### src/rtl/level_port_arbiter.sv
// Purpose: arbitrates requesters A (sift/pop) and B (insert) onto one shared heap-level
//          memory port, with round-robin priority and bounded read-modify-write locking.
// Ports:   clk/rst; per-side req/lock/addr/wr_en/data in, gnt/q/valid out; shared port
//          addr_U/wr_en_U/data_U out, q_U in (one-cycle read latency).
module level_port_arbiter #(
  parameter int LEVEL    = 3,
  parameter int WIDTH    = 15,
  parameter int LOCK_MAX = 15
) (
  input  logic             clk,
  input  logic             rst,
  input  logic             req_A,
  input  logic             req_B,
  input  logic             lock_A,
  input  logic             lock_B,
  input  logic [LEVEL-2:0] addr_A,
  input  logic [LEVEL-2:0] addr_B,
  input  logic             wr_en_A,
  input  logic             wr_en_B,
  input  logic [WIDTH:0]   data_A,
  input  logic [WIDTH:0]   data_B,
  output logic             gnt_A,
  output logic             gnt_B,
  output logic [WIDTH:0]   q_A,
  output logic [WIDTH:0]   q_B,
  output logic             valid_A,
  output logic             valid_B,
  output logic [LEVEL-2:0] addr_U,
  output logic             wr_en_U,
  output logic [WIDTH:0]   data_U,
  input  logic [WIDTH:0]   q_U
);

  typedef enum logic [1:0] {
    UNLOCKED = 2'd0,
    LOCK_A   = 2'd1,
    LOCK_B   = 2'd2
  } state_t;

  localparam logic [3:0] LOCK_MAX_C = 4'(LOCK_MAX);

  state_t         state_q, state_d;
  logic [3:0]     lock_cnt_q, lock_cnt_d;
  logic           prio_q, prio_d;
  // One-cycle exclusion of a side whose lock just ran out.
  logic           excl_a_q, excl_a_d;
  logic           excl_b_q, excl_b_d;
  logic           valid_a_q, valid_a_d;
  logic           valid_b_q, valid_b_d;
  logic [WIDTH:0] q_a_hold_q, q_a_hold_d;
  logic [WIDTH:0] q_b_hold_q, q_b_hold_d;

  logic           gnt_a, gnt_b;
  logic           elig_a, elig_b;
  logic           owner_active;
  logic [3:0]     cnt_inc;

  // Grant selection and next-state logic.
  always_comb begin
    gnt_a        = 1'b0;
    gnt_b        = 1'b0;
    elig_a       = req_A & ~excl_a_q;
    elig_b       = req_B & ~excl_b_q;
    owner_active = ((state_q == LOCK_A) && req_A) || ((state_q == LOCK_B) && req_B);
    cnt_inc      = 4'(lock_cnt_q + 4'd1);

    state_d    = UNLOCKED;
    lock_cnt_d = 4'd0;
    excl_a_d   = 1'b0;
    excl_b_d   = 1'b0;

    if (rst) begin
      gnt_a = 1'b0;
      gnt_b = 1'b0;
    end else if (owner_active) begin
      // Lock owner is still requesting: it wins regardless of prio or the other side.
      gnt_a = (state_q == LOCK_A);
      gnt_b = (state_q == LOCK_B);
      if ((gnt_a && lock_A) || (gnt_b && lock_B)) begin
        lock_cnt_d = cnt_inc;
        if (cnt_inc == LOCK_MAX_C) begin
          // Lock budget spent: drop to UNLOCKED and bar the owner for one cycle.
          state_d  = UNLOCKED;
          excl_a_d = gnt_a;
          excl_b_d = gnt_b;
        end else begin
          state_d = state_q;
        end
      end
    end else begin
      // Unlocked arbitration (also taken when a lock owner withdrew its request).
      if (elig_a && elig_b) begin
        gnt_a = ~prio_q;
        gnt_b = prio_q;
      end else begin
        gnt_a = elig_a;
        gnt_b = elig_b;
      end
      if (gnt_a && lock_A) begin
        state_d = LOCK_A;
      end else if (gnt_b && lock_B) begin
        state_d = LOCK_B;
      end
    end

    // Contended grant hands priority to the loser; uncontended leaves it alone.
    prio_d = prio_q;
    if (req_A && req_B && (gnt_a || gnt_b)) begin
      prio_d = gnt_a;
    end

    valid_a_d  = gnt_a & ~wr_en_A;
    valid_b_d  = gnt_b & ~wr_en_B;
    q_a_hold_d = valid_a_q ? q_U : q_a_hold_q;
    q_b_hold_d = valid_b_q ? q_U : q_b_hold_q;
  end

  // Shared-port mux; zeros when idle.
  always_comb begin
    addr_U  = '0;
    wr_en_U = 1'b0;
    data_U  = '0;
    if (gnt_a) begin
      addr_U  = addr_A;
      wr_en_U = wr_en_A;
      data_U  = data_A;
    end else if (gnt_b) begin
      addr_U  = addr_B;
      wr_en_U = wr_en_B;
      data_U  = data_B;
    end
  end

  always_ff @(posedge clk) begin
    if (rst) begin
      state_q    <= UNLOCKED;
      lock_cnt_q <= 4'd0;
      prio_q     <= 1'b0;
      excl_a_q   <= 1'b0;
      excl_b_q   <= 1'b0;
      valid_a_q  <= 1'b0;
      valid_b_q  <= 1'b0;
      q_a_hold_q <= '0;
      q_b_hold_q <= '0;
    end else begin
      state_q    <= state_d;
      lock_cnt_q <= lock_cnt_d;
      prio_q     <= prio_d;
      excl_a_q   <= excl_a_d;
      excl_b_q   <= excl_b_d;
      valid_a_q  <= valid_a_d;
      valid_b_q  <= valid_b_d;
      q_a_hold_q <= q_a_hold_d;
      q_b_hold_q <= q_b_hold_d;
    end
  end

  assign gnt_A   = gnt_a;
  assign gnt_B   = gnt_b;
  assign valid_A = valid_a_q;
  assign valid_B = valid_b_q;
  // Read data passes straight from the port in its valid cycle, then is held.
  assign q_A     = valid_a_q ? q_U : q_a_hold_q;
  assign q_B     = valid_b_q ? q_U : q_b_hold_q;

endmodule

### config.mk
export PLATFORM = sky130hd
export DESIGN_NAME = level_port_arbiter
export DESIGN_NICKNAME = d
export VERILOG_FILES = /design/src/rtl/level_port_arbiter.sv
export SDC_FILE = /design/constraint.sdc
export NUM_CORES = 1
export LEC_CHECK = 0
export CAP_MARGIN = 20
export CORE_MARGIN = 2
export CORE_UTILIZATION = 34
export DETAILED_ROUTE_END_ITERATION = 7
export GPL_TIMING_DRIVEN = 0
export PLACE_DENSITY_LB_ADDON = 0.3
export SETUP_SLACK_MARGIN = 0.2
export SYNTH_ARGS = -nofsm -noshare
export SYNTH_HDL_FRONTEND = slang
export SYNTH_SLANG_ARGS = --single-unit
### constraint.sdc
create_clock -name clk -period 1.4 [get_ports clk]
set_input_delay 0.21 -clock clk [delete_from_list [all_inputs] [get_ports clk]]
set_output_delay 0.21 -clock clk [all_outputs]
set_load 0.02 [all_outputs]
==> qor.txt, run 1 <==
WS Path Type - reg -> out
Port bufs - 111
Ranking of synthesized cells by area - dfxtp_1, mux2_2, nor2b_1, a22o_1, mux2_1
Final Hold Viols - 0
Via/cell ratio - 4.90
Number of inserted diodes - 0
CTS Buf Count - 5
Grt total ovfl - 0
Synth warnings - 0
Total Wirelength - 6.64 mm
Critical Path RT - 1.19 ns
Grt met3 use - 5.22%
Hold Buf Count CTS - 0
Top cell type's share of synthesized area - 43.0%
Clock buffer depth - 2
Register Area - 882 um^2
Fin crit share - 145%
Multi-input logic area - 0.00149 mm^2
EDFF count, synth - 0
Area grow syn2layout - 112%
# rows - 27
Io pins - 115
Die Width - 80.8 um
CTS tree - yes
Dpl cells - 376
Leakage - 1.78 nW
Global route hottest layer - met2
Worst min path class - in -> reg
Syn_nets - 255
PD cells - 766 mW/mm^2
Initial core utilization - 35.7%
Failing checks - negative setup slack
Die ar. - 0.00652 mm^2
Status - finished, violations left
GP Congestion - 0.838
Cell Count, Final, Fillers Out - 410
Most frequent cells in the layout - buf_6, clkdlybuf4s50_1, dfxtp_1
Area of the core - 0.00561 mm^2
Worst path max stage delay - 0.36 ns
Final Max Tran Viols - 0
Pre-antenna DRT Iters - 4
Number of global-route vias before repair - 2037
Mean area per synthesized cell - 10.4 um^2
Die span in y - 80.8 um
Clock Latency Late Sink - 0.30 ns
Max-cap viol count - 0
Drt wl/cell - 16.2 um
Root buf cell - clkbuf_8
Crit end category - primary output
Cell mode on critical path - buf_6
Antenna-violating nets left - 0
H-tree lvl count - 2
Worst EP arrival - 1.83 ns
Overall Power - 3.25 mW
Total GRT Usage - 19.7%
Clock Pin Slew Worst Setup and Hold Paths - 0.08 ns
Slew @ Worst Pin - 1.03 ns
Crit path time final - 2.04 ns
Distinct cell type count after synthesis - 35
Drt first-iter violations - 53
Main synth FF type - dfxtp_1
DRC - 0
Crit-path cells - nor2b_4 > a211oi_2 > o31a_1 > buf_4 > buf_6 > a22o_4 > buf_6
Initial antenna violation count - 0
Worst Clk Skew - 0.00948 ns
Share of layout cells above drive strength 1 - 55.0%
M2 GR Usage - 37.1%
RSZ-0062 raised after global routing - yes
Largest net degree at the start of global routing - 15
Final nets - 399
VDD IR-drop max - 0.000570 V
Setup violators final - 54
Fmax - 0.491 GHz
GR Util met1 - 22.0%
Fillers - 351
Sequential element share of the synthesized area - 43.0%
First-pass GRT wire length - 9.81 mm
Detailed placement HPWL - 4.25 mm
Commonest non-fill, non-tap cell in the layout - buf_6
Worst-path fanout max - 5
Synthesized area - 0.00200 mm^2
Via count - 2007
CTS sink cnt - 43
Slack of the critical path - -0.637 ns
Cell accounting for the most synthesized area - dfxtp_1
Post-synthesis cell count - 193
Slowest cell on crit path - dfxtp_2
Slew HR - 31.6%
Post-synth ARST share - 0%
CP Launch Type - flop
Flops & latches, synth - 43
sequential cells by signal (all words and copies together), names as in the netlist:
name and flops:
excl_b_q 1, q_a_hold_q 16, valid_A 1, valid_B 1, lock_cnt_q 4, q_b_hold_q 16
prio_q 1, excl_a_q 1, state_q 2
worst max-delay path, delay by kind of cell, from the launching register on:
| family | cells | cell delay, ns |
|---|---|---|
| AOI/OAI and AO/OA | 3 | 0.61 |
| buffers and inverters | 3 | 0.41 |
| DFF | 1 | 0.36 |
| and+or+nand+nor | 1 | 0.16 |
area by class of cell:
| class | count | share of cell area, % |
|---|---|---|
| Clock inverter | 3 | 1.03 |
| Clock buffer | 5 | 1.62 |
| Inverter | 4 | 0.354 |
| Tap cell | 72 | 2.12 |
| Sequential cell | 43 | 20.8 |
| Buffer | 14 | 3.69 |
| Timing Repair Buffer | 137 | 35.4 |
| Multi-Input combinational cell | 132 | 35.0 |
final timing paths:
path,from,end,slack (ns),cells past startpoint
min reg2reg,prio_q,prio_q,0.52,2
max,prio_q,data_U[4],-0.64,7
max reg2reg,valid_B,q_b_hold_q[13],-0.01,6
min,rst,q_a_hold_q[0],0.18,2
per-layer routing:
metal | vias to the layer above | part of all wire, %
li1 | 961 | -
met4 | 0 | 0.90
met3 | 6 | 6.1
met5 | - | 0
met1 | 971 | 39
met2 | 69 | 54
metrics by stage:
stage	setup slack [ns]	instance area, um^2	utilization [%]	hold WS, ns	setup TNS (ns)
2_1_floorplan	-0.0530	2300	-	0.272	-0.815
3_3_place_gp	-0.706	3500	62.4	0.470	-23.30
3_5_place_dp	-0.688	3500	62.4	0.483	-23.04
4_1_cts	-0.653	3960	70.6	0.167	-20.78
5_1_grt	-0.692	4240	75.7	0.174	-22.90
6_report	-0.637	4240	75.7	0.176	-20.45
where the power goes:
part | internal (mW) | leakage [nW] | switching (mW)
combinational | 0.608 | 1.37 | 0.395
sequential | 1.25 | 0.354 | 0.0172
clock | 0.532 | 0.0581 | 0.444
total | 2.39 | 1.78 | 0.857
cells in the mapped netlist, types with 2 or more instances:
master,count
dfxtp_1,43
nor2b_1,37
mux2_2,25
a22o_1,19
nor2_1,9
mux2_1,7
buf_2,6
nand3_1,5
inv_1,4
a21oi_1,3
clkbuf_1,3
nand2_1,3
buf_6,2
clkbuf_2,2
ha_1,2
nand2b_1,2
o22ai_1,2
o31a_1,2
logic make-up after synthesis:
group                      share of synthesized area, %
buffers and inverters                              4.81
AOI/OAI and AO/OA                                  15.1
xor gates and xnor gates                          0.437
adders and majority gates                          1.75
muxes                                              18.0
and+or+nand+nor                                    16.9
DFF                                                43.0
timing repair:
action,in CTS,in global routing
buffers inserted,14,8
gates cloned,4,0
resized for setup,346,58
pin swaps,4,3
endpoints found under the setup margin,81,89
No activity file was read; power rests on OpenSTA's default activity.
==> inputs of run 2 (changes only) <==
--- a/config.mk
+++ b/config.mk
@@ -10,6 +10,7 @@
 export CORE_UTILIZATION = 34
 export DETAILED_ROUTE_END_ITERATION = 7
 export GPL_TIMING_DRIVEN = 0
+export HOLD_SLACK_MARGIN = 0.1
 export PLACE_DENSITY_LB_ADDON = 0.3
 export SETUP_SLACK_MARGIN = 0.2
 export SYNTH_ARGS = -nofsm -noshare
==> results of run 2 <==
No change in the layout: final DEF, timing and power equal those of run 1.
==> variant, RTL diff (config.mk and constraints of run 1) <==
Set the parameter `LEVEL` to 6 (it was 3).
--- a/src/rtl/level_port_arbiter.sv
+++ b/src/rtl/level_port_arbiter.sv
@@ -5,3 +5,3 @@
 module level_port_arbiter #(
-  parameter int LEVEL    = 3,
+  parameter int LEVEL    = 6,
   parameter int WIDTH    = 15,
Interface: changed (resized addr_A, addr_B and addr_U); port bits go from 115 to 124. The function was not compared with the original's and may differ.
==> variant against run 1 <==
The flow still finishes with violations (setup timing). Non-clock buffer count grew 18. Routed wire length grew 13%. Design area grew 5.8%. Critical path depth is the same. Sequential cell count is the same. Total power shrank 0.43%. Final cell count grew 6.1%. Synthesized area grew 2.4%. Worst setup slack gained 0.056 ns. Fmax grew 2.8%. Via count grew 4.6%. Largest power group unchanged.
==> variant: results <==
metrics = {
    "routing": {
        "dr_wl_met2_mm": 4.28,
        "vias_per_cell": 4.83,
        "dr.first_iter.drc_count": 56,
        "routed_wl_mm": 7.49,
    },
    "status": {
        "status": "finished, violations left",
        "violations": "setup timing",
    },
    "timing": {
        "worst_slew_pin_slew_ns": 0.411,
        "finalWorstSetupSlack_ns": -0.580,
        "setup_viol": 58,
        "skew_ns": 0.00695,
        "fin_setup_tns_ns": -21.56,
    },
    "grt": {
        "grt_first_pass_wirelength_mm": 10.3,
        "globalRouteMet3Util_pct": 4.84,
        "grtUsageMet2_pct": 38.0,
    },
    "synthesis": {
        "syn_avg_cell_area_um2": 10.5,
        "seq_area_frac_synth_pct": 42.0,
        "synthTopCellsByArea": "dfxtp_1 (42%), mux2_2 (12%), nor2b_1 (11%), a22o_1 (7.7%), mux2_1 (5.5%)",
        "yosysUniqueCellTypes": 34,
    },
    "hold_path": {
        "worstHoldStart": "req_A",
    },
    "setup_path": {
        "crit_arrival_ns": 1.77,
        "cp-endpoint": "data_U[10]",
        "r2r_end": "valid_A$_SDFF_PP0_",
        "rr_startpoint": "prio_q$_SDFFE_PP0P_",
    },
    "placement": {
        "dpl_worst_slack_ns": -1.17,
        "place_congestion": 0.763,
        "dp_hpwl_mm": 4.45,
    },
    "finish": {
        "drive_above_1_share_pct": 56.9,
    },
    "pwr": {
        "p_int_mw": 2.37,
    },
}
## variant: cell type report
cell class / count / area (um^2)
Fill cell: 344 / 1390
Tap cell: 75 / 93.8
Timing Repair Buffer: 156 / 1680
Multi-Input combinational cell: 136 / 1550
Buffer: 13 / 166
Sequential cell: 43 / 882
Inverter: 4 / 15.0
Clock inverter: 1 / 6.26
Clock buffer: 7 / 96.3
## variant: kinds of logic (layout without fill, tap and decap cells)
group | Yosys count | in the layout | synth area share [%]
compound gates | 40 | 40 | 16.5
xor+xnor | 1 | 1 | 0.427
fa+ha+maj | 3 | 3 | 1.71
buf+inv | 17 | 181 | 4.88
flops | 43 | 43 | 42.0
mux | 32 | 32 | 17.6
simple gates | 60 | 60 | 17.0
## variant: power groups by stage
stage	Sequential, mW	Combinational (mW)	Clock [mW]
after floorplan	1.30	0.438	0
after global placement	1.30	0.857	0
after detailed placement	1.30	0.866	0
after CTS	1.27	1.03	0.869
after global routing	1.27	1.14	0.942
final	1.27	1.10	0.870
